<file path="src/rtl/ak16_pkg.sv">
// Shared definitions for the memory-stage controller: FSM encoding, width
// defaults and the timeout counter sizing helper.
package ak16_pkg;

  localparam int unsigned DATA_W_DEF = 16;
  localparam int unsigned REG_W_DEF  = 4;

  typedef enum logic {
    IDLE = 1'b0,
    WAIT = 1'b1
  } state_t;

  // Counter must hold 0..TIMEOUT-1; keep at least one bit when timeout is off.
  function automatic int unsigned cnt_width(input int unsigned timeout);
    return (timeout == 0) ? 1 : $clog2(timeout + 1);
  endfunction

endpackage

</file>
<file path="src/rtl/mem_stage_ctrl.sv">
// MEM stage controller: decodes load/store control, runs the req/ack data
// port with optional timeout, resolves branches and registers MEM/WB outputs.
module mem_stage_ctrl
  import ak16_pkg::*;
#(
  parameter int unsigned DATA_W  = DATA_W_DEF,
  parameter int unsigned ADDR_W  = 16,
  parameter int unsigned REG_W   = REG_W_DEF,
  parameter int unsigned TIMEOUT = 15
) (
  input  logic              clk,
  input  logic              rst_n,
  input  logic [DATA_W-1:0] mem_alu_result,
  input  logic [DATA_W-1:0] mem_rs2_data,
  input  logic [REG_W-1:0]  mem_rd,
  input  logic              mem_reg_write,
  input  logic              mem_mem_read,
  input  logic              mem_mem_write,
  input  logic              mem_mem_to_reg,
  input  logic              mem_branch,
  input  logic              mem_branch_ne,
  input  logic              mem_zero,
  output logic              stall_mem,
  output logic              branch_taken,
  output logic              dmem_req,
  output logic              dmem_we,
  output logic [ADDR_W-1:0] dmem_addr,
  output logic [DATA_W-1:0] dmem_wdata,
  input  logic              dmem_ack,
  input  logic [DATA_W-1:0] dmem_rdata,
  output logic [DATA_W-1:0] wb_result,
  output logic [REG_W-1:0]  wb_rd,
  output logic              wb_reg_write,
  output logic              mem_fault
);

  localparam int unsigned CW      = cnt_width(TIMEOUT);
  localparam int unsigned TO_LAST = (TIMEOUT == 0) ? 0 : TIMEOUT - 1;

  state_t            state_q, state_d;
  logic [CW-1:0]     cnt_q, cnt_d;
  logic              req_d, we_d, rw_d, fault_d;
  logic [ADDR_W-1:0] addr_d;
  logic [DATA_W-1:0] wdata_d, res_d;
  logic [REG_W-1:0]  rd_d;
  logic              access, abort;

  assign access = mem_mem_read | mem_mem_write;
  assign abort  = (state_q == WAIT) & ~dmem_ack & (TIMEOUT != 0) &
                  (cnt_q == CW'(TO_LAST));

  // Upstream hold and branch redirect, both combinational.
  assign stall_mem    = (state_q == IDLE) ? access : ~(dmem_ack | abort);
  assign branch_taken = (state_q == IDLE) &
                        ((mem_branch & mem_zero) | (mem_branch_ne & ~mem_zero));

  // Next-state and next-output logic.
  always_comb begin
    state_d = state_q;
    cnt_d   = cnt_q;
    req_d   = dmem_req;
    we_d    = dmem_we;
    addr_d  = dmem_addr;
    wdata_d = dmem_wdata;
    res_d   = wb_result;
    rd_d    = wb_rd;
    rw_d    = 1'b0;
    fault_d = 1'b0;
    case (state_q)
      IDLE: begin
        if (access) begin
          state_d = WAIT;
          req_d   = 1'b1;
          we_d    = mem_mem_write;
          addr_d  = mem_alu_result[ADDR_W-1:0];
          wdata_d = mem_rs2_data;
          cnt_d   = '0;
        end else begin
          res_d = mem_alu_result;
          rd_d  = mem_rd;
          rw_d  = mem_reg_write;
        end
      end
      WAIT: begin
        if (dmem_ack) begin
          state_d = IDLE;
          req_d   = 1'b0;
          res_d   = mem_mem_to_reg ? dmem_rdata : mem_alu_result;
          rd_d    = mem_rd;
          rw_d    = mem_reg_write & ~mem_mem_write;
        end else if (abort) begin
          state_d = IDLE;
          req_d   = 1'b0;
          fault_d = 1'b1;
        end else begin
          cnt_d = cnt_q + CW'(1);
        end
      end
      default: state_d = IDLE;
    endcase
  end

  always_ff @(posedge clk or negedge rst_n) begin
    if (!rst_n) begin
      state_q      <= IDLE;
      cnt_q        <= '0;
      dmem_req     <= 1'b0;
      dmem_we      <= 1'b0;
      dmem_addr    <= '0;
      dmem_wdata   <= '0;
      wb_result    <= '0;
      wb_rd        <= '0;
      wb_reg_write <= 1'b0;
      mem_fault    <= 1'b0;
    end else begin
      state_q      <= state_d;
      cnt_q        <= cnt_d;
      dmem_req     <= req_d;
      dmem_we      <= we_d;
      dmem_addr    <= addr_d;
      dmem_wdata   <= wdata_d;
      wb_result    <= res_d;
      wb_rd        <= rd_d;
      wb_reg_write <= rw_d;
      mem_fault    <= fault_d;
    end
  end

endmodule
</file>
<file path="config.mk">
export PLATFORM = sky130hd
export DESIGN_NAME = mem_stage_ctrl
export DESIGN_NICKNAME = d
export VERILOG_FILES = /design/src/rtl/ak16_pkg.sv /design/src/rtl/mem_stage_ctrl.sv
export SDC_FILE = /design/constraint.sdc
export NUM_CORES = 1
export LEC_CHECK = 0
export ABC_AREA = 1
export ABC_CLOCK_PERIOD_IN_PS = 1000
export BUFFER_PORTS_ARGS = -buffer_cell sky130_fd_sc_hd__buf_2
export CAP_MARGIN = 10
export CELL_PAD_IN_SITES_DETAIL_PLACEMENT = 1
export CELL_PAD_IN_SITES_GLOBAL_PLACEMENT = 2
export CORE_UTILIZATION = 23
export CTS_CLUSTER_DIAMETER = 50
export DETAILED_ROUTE_END_ITERATION = 12
export PLACE_DENSITY_LB_ADDON = 0.1
export SLEW_MARGIN = 30
export SYNTH_ARGS = -nofsm -noshare
export SYNTH_HDL_FRONTEND = slang
export SYNTH_SLANG_ARGS = --single-unit
export TNS_END_PERCENT = 50
</file>
<file path="constraint.sdc">
create_clock -name clk -period 1 [get_ports clk]
set_input_delay 0.05 -clock clk [delete_from_list [all_inputs] [get_ports clk]]
set_output_delay 0.05 -clock clk [all_outputs]
set_load 0.05 [all_outputs]
</file>
==> results.cfg, run 1 <==
[yosys]
synth.area.top_cells = dfrtp_1 59%, nand2_1 9.7%, o21ai_0 9.5%, inv_1 5.2%, a21oi_1 3.3%
syn-cell-area_sq_um = 2580
synth_common_cells = 67 x nand2_1, 61 x dfrtp_1, 49 x o21ai_0
synth_most_common_cell = nand2_1
syn_avg_cell_area_sq_um = 8.91
synth_top_cell_by_area = dfrtp_1
yosys_most_used_dff = dfrtp_1
yosys_warnings = 0
synth-seq-cells = 61
synth_cells = 290
synth_top_area_share_pct = 59.1
synth_edf_count = 0
async_reset_ff_share_pct = 100
ys_seq_area_share_pct = 59.1
ys_types = 24
synth_nets = 354

[global_route]
grt-busiest-layer = met2
grtUsageTotal_pct = 16.6
grt-ovfl-total = 0
antenna_found_initial = 0
grt_pass1_wl_um = 14500
use_met3_pct = 4.46
met2_usage_pct = 28.1
met1_usage_pct = 20.3
first_global_vias = 2805
grt_max_degree = 33

[routing]
drt-total-wl_um = 9120
route.detailed.drc = 0
drtAntennaViolNets = 0
dr.pass1.iters = 4
dr.first_iter.drc_count = 69
vias = 2654
wl_per_cell_um = 14.5
avgViaCountPerCell = 4.22

[clock_network]
cts_sinks = 61
htreeDepth = 3
cts_inserted_buffers = 9
cts_tree = done
worstSkewPairLatency_ns = 0.33
root_buffer = clkbuf_8
clock_path_buffers = 2
path_clk_slew_ns = 0.07

[worst_hold_path]
hold_path.class = in2reg
min-delay-start = mem_alu_result[15]

[worst_setup_path]
cp_max_fo = 2
cp-start-kind = flop
r2r_start = state_q$_DFF_PN0_
endpoint_kind = output pin
worstPathArrival_ns = 1.38
crit_required_ns = 0.95
cp-startpoint = cnt_q[0]$_DFFE_PN0P_
critPathKind = reg2out

[finish]
multi_input_area_sq_um = 1170
nets = 550
diodes = 0
nFillCells = 1236
seq_area_sq_um = 1530
drive_above_1_share_pct = 49.3
syn_to_final_growth_pct = 95.8
final_core_util_pct = 46.5

[sta]
tightest_slew_ns = 0.368
drv_slew = 0
setup_slack_ns = -0.433
fmax_mhz = 698
hold_viol_final = 0
period_needed_ns = 1.43
fin_skew_ns = 0.00677
timing.final.crit_share_pct = 143
rsz0062_at_grt = true
setup_viol = 63
slew_headroom_pct = 75.4

[floorplan]
floorplan.initialDensity_pct = 23.7
die_x_um = 108
io_pins = 120
row_count = 38
die_area_sq_um = 11700
design.core.area_sq_um = 10900
die_y_um = 108

[outcome]
outcome = complete, but fails checks
failed_checks = setup timing

[placed_design]
place_hpwl_um = 5570
dp_slack_ns = -0.218
io_buffer_count = 119
gp_congestion = 0.696

[run]
cap_violations = 0

[pwr]
power_leakage_nw = 2.50
ir_drop_v = 0.00122
total_power_mw = 14.1
p_per_area_nw_per_um2 = 2790
cells by family after synthesis:
kind of cell / count (synthesis) / share of synthesized area (%)
buffers and inverters: 50 / 8.67
xor gates and xnor gates: 1 / 0.339
AOI/OAI and AO/OA: 70 / 14.0
DFF: 61 / 59.1
adders and majority gates: 2 / 0.968
and+or+nand+nor: 106 / 16.9
worst max-delay path, cell delays in order (launching register included):
cell and delay (ns):
dfrtp_1 0.38, inv_1 0.06, ha_2 0.20, nand3_4 0.10, nand2_4 0.11, nand2_8 0.05
buf_8 0.15
final timing paths:
check                      slack, ns                    endpoint  depth (start not counted)
min in group asynchronous       0.14        cnt_q[1]$_DFFE_PN0P_                          2
setup / recovery               -0.43                   stall_mem                          6
max in group asynchronous       0.39   wb_result[10]$_DFFE_PN0P_                          3
hold / removal                  0.01   dmem_addr[15]$_DFFE_PN0P_                          3
setup reg to reg               -0.39  dmem_wdata[10]$_DFFE_PN0P_                          8
hold reg to reg                 0.49        dmem_req$_DFFE_PN0P_                          2
cell type report:
class	count	area share, %
well taps	140	3.46
inverters	37	2.74
repair buffers	198	36.9
flip-flops and latches	61	30.2
clock buffers	13	3.54
clock inverters	1	0.0989
multi-input cells	179	23.1
registers in the layout (all words and copies together) (netlist names):
signal,cells
dmem_addr,16
dmem_wdata,16
wb_result,16
cnt_q,4
wb_rd,4
dmem_req,1
dmem_we,1
mem_fault,1
state_q,1
wb_reg_write,1
report_power, final:
part | internal (mW) | switching (mW) | leakage (nW)
sequential | 3.30 | 0.714 | 0.731
combinational | 3.17 | 4.83 | 1.67
clock | 1.14 | 0.956 | 0.0974
total | 7.61 | 6.50 | 2.50
per-stage QoR:
| step | instance area (sq um) | hold slack (ns) | setup TNS, ns | std cells |
|---|---|---|---|---|
| after global placement | 3530 | -0.0284 | -7.79 | 555 |
| after detailed placement | 3530 | -0.0262 | -9.10 | 555 |
| after floorplan | 2620 | -0.246 | -5.33 | 290 |
| after CTS | 4800 | 0.00252 | -19.83 | 625 |
| final | 5060 | 0.0118 | -20.38 | 629 |
| after global routing | 5060 | 0.0138 | -24.58 | 629 |
metal layers:
layer / vias up / routed length, um / part of all wire (%)
met5: - / 0 / 0
met4: 0 / 85 / 0.93
met3: 9 / 481 / 5.3
met2: 72 / 4620 / 51
met1: 1262 / 3930 / 43
li1: 1311 / - / -
placed cells by master (no fill, tap or decap), types with 3 or more instances in the layout:
master / instances
o21ai_2: 6
dfrtp_1: 61
inv_1: 36
o21ai_0: 36
a21oi_2: 17
nor2_4: 15
buf_12: 13
buf_2: 63
dlygate4sd3_1: 35
nand2_2: 6
buf_6: 41
nand3_2: 6
nand2_8: 3
nor2_1: 7
clkbuf_8: 13
buf_4: 38
buf_16: 5
nand2_1: 57
o21ai_1: 10
nand2_4: 5
repair_timing:
action,4_1_cts,5_1_grt
hold endpoints to repair,95,0
endpoints found under the setup margin,116,98
resized for setup,141,63
gates cloned,6,1
pin swaps,3,2
hold buffers,35,0
buffers inserted,15,5
Note: power is estimated with default switching activity, not from simulation.
==> run 2: changes to the inputs <==
--- a/config.mk
+++ b/config.mk
@@ -14,6 +14,7 @@
 export CORE_UTILIZATION = 23
 export CTS_CLUSTER_DIAMETER = 50
 export DETAILED_ROUTE_END_ITERATION = 12
+export MAX_ROUTING_LAYER = met4
 export PLACE_DENSITY_LB_ADDON = 0.1
 export SLEW_MARGIN = 30
 export SYNTH_ARGS = -nofsm -noshare
==> run 2 against run 1 <==
Effect of this change:
- the run still ends with setup timing left
- critical path depth did not move
- final area fell by 0.96%
- combinational power fell by 1%
- clock skew barely moved
- die area did not move
- core utilization fell by 0.45 points
- sequential power barely moved
- global-route usage rose by 0.45 points
- via count fell by 0.45%
- clock power barely moved
- final cell count fell by 0.32%
- largest power group unchanged
- highest routed layer unchanged
==> results.cfg, run 2 (same netlist as run 1, synthesis figures left out) <==
[worst_setup_path]
path_delay_family = flip-flops
critical_path_buf_inv_count = 2
critPathKind = reg2out
endpoint_kind = output pin
cp-startpoint = cnt_q[0]$_DFFE_PN0P_
crit_slowest_cell = dfrtp_1
crit_chain = inv_1 > ha_2 > nand3_4 > nand2_4 > nand2_8 > buf_8
cp_max_fo = 2
max_stage_delay_ns = 0.38
cp-start-kind = flop
crit_required_ns = 0.95
worstPathArrival_ns = 1.38
r2r_start = state_q$_DFF_PN0_

[routing]
vias = 2642
wl_per_cell_um = 14.3
dr.pass1.iters = 4
dr.first_iter.drc_count = 71
route.detailed.drc = 0
drt-total-wl_um = 8970
drtAntennaViolNets = 0
avgViaCountPerCell = 4.21

[sta]
period_needed_ns = 1.43
timing.final.crit_share_pct = 143
fmax_mhz = 702
slew_headroom_pct = 75.4
setup_slack_ns = -0.425
tightest_slew_ns = 0.368
hold_viol_final = 0
fin_skew_ns = 0.00689
setup_viol = 63
rsz0062_at_grt = true
holdWs_ns = 0.0112
drv_slew = 0
fin_tns_setup_ns = -20.69

[floorplan]
io_pins = 120
die_x_um = 108
die_y_um = 108
design.core.area_sq_um = 10900
row_count = 38
floorplan.initialDensity_pct = 23.7
die_area_sq_um = 11700

[clock_network]
worstSkewPairLatency_ns = 0.33
clock_path_buffers = 2
cts_sinks = 61
root_buffer = clkbuf_8
cts_tree = done
cts_inserted_buffers = 9
path_clk_slew_ns = 0.07
htreeDepth = 3

[global_route]
first_global_vias = 2799
antenna_found_initial = 0
grtUsageTotal_pct = 17.1
grt_max_degree = 33
grt_pass1_wl_um = 14500
grt-ovfl-total = 0

[placed_design]
gp_congestion = 0.704
place_hpwl_um = 5570
io_buffer_count = 119
dp_slack_ns = -0.218

[finish]
diodes = 0
mostFrequentLayoutCell = buf_2
final_cell_mix = 63 x buf_2, 61 x dfrtp_1, 57 x nand2_1
syn_to_final_growth_pct = 93.9
drive_above_1_share_pct = 48.9
final_core_util_pct = 46.0
nets = 548
reg_top3 = dmem_addr (16), dmem_wdata (16), wb_result (16)

[pwr]
ir_drop_v = 0.00122
power_leakage_nw = 2.47
seqPwrFrac_pct = 28.6
p_per_area_nw_per_um2 = 2790
combPwrFrac_pct = 56.4
switchingPower_mw = 6.46
clkPwrFrac_pct = 15.0
switching_share_pct = 46.2
intPower_mw = 7.53

[run]
cap_violations = 0

[outcome]
failed_checks = setup timing
outcome = complete, but fails checks

[worst_hold_path]
hold_path.class = in2reg
min-delay-start = mem_alu_result[15]
-- run 2: cell type report --
type	count	area (sq um)
sequential	61	1530
tap	140	175
inverter	37	139
clock inverter	1	5.00
clock buffer	13	179
fill	1237	5880
timing repair buffer	196	1820
multi-input combinational	179	1160
-- run 2: what timing repair did --
action,4_1_cts,5_1_grt
hold endpoints to repair,95,0
hold buffers,35,0
endpoints found under the setup margin,116,91
setup buffers,15,3
gates resized for setup,141,53
cloned,6,0
pin swaps,3,2
-- run 2: worst paths after layout --
| kind | end | slack (ns) | depth (start not counted) |
|---|---|---|---|
| max | stall_mem | -0.43 | 6 |
| min in group asynchronous | cnt_q[0]$_DFFE_PN0P_ | 0.15 | 2 |
| max in group asynchronous | wb_result[7]$_DFFE_PN0P_ | 0.38 | 3 |
| min reg2reg | dmem_addr[0]$_DFFE_PN0P_ | 0.48 | 2 |
| max reg2reg | dmem_wdata[10]$_DFFE_PN0P_ | -0.39 | 8 |
| min | dmem_addr[15]$_DFFE_PN0P_ | 0.01 | 3 |
-- run 2: through the flow --
step                      cells  power, mW  area (sq um)
after detailed placement    555       9.54          3530
after global placement      555       9.47          3530
after global routing        627       14.8          5010
after CTS                   625       13.7          4800
final                       627       14.0          5010
after floorplan             290       7.83          2620
-- run 2: power groups by stage --
stage / clock, mW / sequential (mW) / combinational [mW]
2_1_floorplan: 0 / 6.55 / 1.28
3_3_place_gp: 0 / 3.75 / 5.72
3_5_place_dp: 0 / 3.78 / 5.77
4_1_cts: 2.20 / 3.91 / 7.55
5_1_grt: 2.30 / 4.11 / 8.34
6_report: 2.10 / 4.00 / 7.89
-- run 2: tightest hold or removal path: stages --
cell	delay, ns
buf_2	0.10
inv_1	0.08
o21ai_1	0.07
-- run 2: layer usage --
| layer | track usage, % | wire length [um] | up-vias |
|---|---|---|---|
| li1 | - | - | 1305 |
| met1 | 20.7 | 3930 | 1245 |
| met2 | 27.9 | 4450 | 80 |
| met3 | 3.86 | 466 | 12 |
| met4 | 5.87 | 123 | 0 |
| met5 | - | 0 | - |
==> run 3: changes to the inputs <==
--- a/config.mk
+++ b/config.mk
@@ -8,12 +8,13 @@
 export ABC_AREA = 1
 export ABC_CLOCK_PERIOD_IN_PS = 1000
 export BUFFER_PORTS_ARGS = -buffer_cell sky130_fd_sc_hd__buf_2
-export CAP_MARGIN = 10
+export CAP_MARGIN = 15
 export CELL_PAD_IN_SITES_DETAIL_PLACEMENT = 1
 export CELL_PAD_IN_SITES_GLOBAL_PLACEMENT = 2
 export CORE_UTILIZATION = 23
 export CTS_CLUSTER_DIAMETER = 50
 export DETAILED_ROUTE_END_ITERATION = 12
+export HOLD_SLACK_MARGIN = 0.03
 export MAX_ROUTING_LAYER = met4
 export PLACE_DENSITY_LB_ADDON = 0.1
 export SLEW_MARGIN = 30
==> constraint.sdc (replaced) <==
create_clock -name clk -period 1 [get_ports clk]
set_input_delay 0.05 -clock clk [delete_from_list [all_inputs] [get_ports clk]]
set_output_delay 0.05 -clock clk [all_outputs]
set_load 0.02 [all_outputs]
==> run 3 against run 2 <==
Effect of this change:
- the run still ends with setup timing left
- maximum frequency increased by 5.0%
- die area unchanged
- global-route usage decreased by 0.21 points
- clock-buffer cell count decreased by 1
- via count increased by 7.0%
- routed wire length increased by 11%
- final area increased by 6.3%
==> results.cfg, run 3 (same netlist as run 1, synthesis figures left out) <==
[clock_network]
worstSkewPairLatency_ns = 0.34
root_buffer = clkbuf_8
cts_tree = done
clock_path_buffers = 2
cts_inserted_buffers = 9
cts_sinks = 61
htreeDepth = 3
path_clk_slew_ns = 0.07

[finish]
layoutNonFillerInstCount = 651
final_area_sq_um = 5330
syn_to_final_growth_pct = 106
mostFrequentLayoutCell = buf_2
final_core_util_pct = 48.9
drive_above_1_share_pct = 58.3
diodes = 0
nets = 570
reg_top3 = dmem_addr (16), dmem_wdata (16), wb_result (16)
final_cell_mix = 107 x buf_2, 60 x dfrtp_1, 55 x dlygate4sd3_1

[sta]
timing.final.crit_share_pct = 136
fin_tns_setup_ns = -13.02
setup_slack_ns = -0.357
holdWs_ns = 0.0234
tightest_slew_ns = 0.346
fmax_mhz = 737
fin_skew_ns = 0.00693
rsz0062_at_grt = true
drv_slew = 0
setup_viol = 63
slew_headroom_pct = 76.9
period_needed_ns = 1.36
hold_viol_final = 0

[pwr]
p_per_area_nw_per_um2 = 2360
ir_drop_v = 0.000900
seqPwrFrac_pct = 31.6
total_power_mw = 12.5
combPwrFrac_pct = 48.1
switchingPower_mw = 4.88
power_leakage_nw = 2.63
clkPwrFrac_pct = 20.3
switching_share_pct = 38.9
intPower_mw = 7.67

[run]
cap_violations = 0

[worst_setup_path]
cp_max_fo = 2
crit_required_ns = 0.95
worstPathArrival_ns = 1.31
cp-start-kind = flop
endpoint_kind = output pin
crit_slowest_cell = dfrtp_1
crit_chain = inv_2 > ha_4 > nand3_4 > nand2_4 > nand2_4 > buf_6
critPathKind = reg2out
crit_path_frequent_cell = nand2_4
max_stage_delay_ns = 0.40

[routing]
drt-total-wl_um = 9950
vias = 2827
avgViaCountPerCell = 4.34
route.detailed.drc = 0
dr.first_iter.drc_count = 77
wl_per_cell_um = 15.3
drtAntennaViolNets = 0
dr.pass1.iters = 4

[placed_design]
gp_congestion = 0.708
dp_slack_ns = -0.167
dp_cells = 553
dpl_cell_area_sq_um = 3470
place_hpwl_um = 5340
io_buffer_count = 119

[global_route]
grt_max_degree = 62
grt_pass1_wl_um = 14200
antenna_found_initial = 0
grtUsageTotal_pct = 16.9
grt-ovfl-total = 0
first_global_vias = 2815

[worst_hold_path]
hold_path.class = in2reg

[floorplan]
die_y_um = 108
row_count = 38
die_area_sq_um = 11700
die_x_um = 108
floorplan.initialDensity_pct = 23.7
io_pins = 120
design.core.area_sq_um = 10900

[outcome]
outcome = complete, but fails checks
failed_checks = setup timing
-- run 3: changes by cell type in the layout (fill, tap and decap cells not counted), moves of 10 or more --
| cell | before | now |
|---|---|---|
| buf_2 | 63 | 107 |
| nand2_1 | 57 | 14 |
| o21ai_0 | 37 | 0 |
| nand2_2 | 6 | 34 |
| o21ai_2 | 6 | 34 |
| buf_4 | 42 | 17 |
| dlygate4sd3_1 | 35 | 55 |
| buf_6 | 36 | 17 |
| nand2_4 | 5 | 19 |
| nor2_4 | 15 | 5 |
-- run 3: repair_timing --
item                                    in CTS  in global routing
hold endpoints to repair                   113                  3
hold buffers                                52                  3
setup buffers                               11                  9
pin swaps                                    9                 19
gates cloned                                 7                  5
gates resized for setup                     92                147
endpoints found under the setup margin      62                 64
-- run 3: cell type report --
cell class,count,area (sq um)
inverters,37,141
clock buffers,12,155
well taps,140,175
flip-flops and latches,61,1530
fillers,1213,5560
multi-input cells,179,1360
repair buffers,218,1900
clock inverters,4,70.1
-- run 3: metal layers --
| metal | GRT usage [%] | up-vias | share of wire [%] |
|---|---|---|---|
| met3 | 3.62 | 12 | 3.8 |
| li1 | - | 1355 | - |
| met1 | 20.1 | 1385 | 43 |
| met5 | - | - | 0 |
| met2 | 28.3 | 75 | 52 |
| met4 | 5.38 | 0 | 1.5 |
-- run 3: worst paths after layout --
check / start / endpoint / slack [ns] / depth (start not counted)
worst max-delay path: cnt_q[0]$_DFFE_PN0P_ / stall_mem / -0.36 / 6
worst min-delay path: dmem_rdata[1] / wb_result[1]$_DFFE_PN0P_ / 0.02 / 3
worst max register to register: cnt_q[0]$_DFFE_PN0P_ / cnt_q[2]$_DFFE_PN0P_ / -0.32 / 9
worst min register to register: dmem_req$_DFFE_PN0P_ / dmem_req$_DFFE_PN0P_ / 0.48 / 2
max in group asynchronous: rst_n / dmem_addr[7]$_DFFE_PN0P_ / 0.46 / 3
min in group asynchronous: rst_n / cnt_q[2]$_DFFE_PN0P_ / 0.26 / 3
-- run 3: worst max-delay path, delay by kind of cell (launching register included) --
| kind | cells | cell delay (ns) |
|---|---|---|
| fa+ha+maj | 1 | 0.14 |
| buf+inv | 2 | 0.20 |
| flops | 1 | 0.40 |
| simple gates | 3 | 0.23 |
-- run 3: power groups by stage --
| stage | Combinational (mW) | Clock, mW | Sequential (mW) |
|---|---|---|---|
| global placement | 3.76 | 0 | 3.78 |
| global route | 6.48 | 2.75 | 4.08 |
| floorplan | 1.21 | 0 | 4.77 |
| CTS | 4.91 | 2.62 | 3.78 |
| finish | 6.03 | 2.55 | 3.97 |
| detailed placement | 3.80 | 0 | 3.80 |
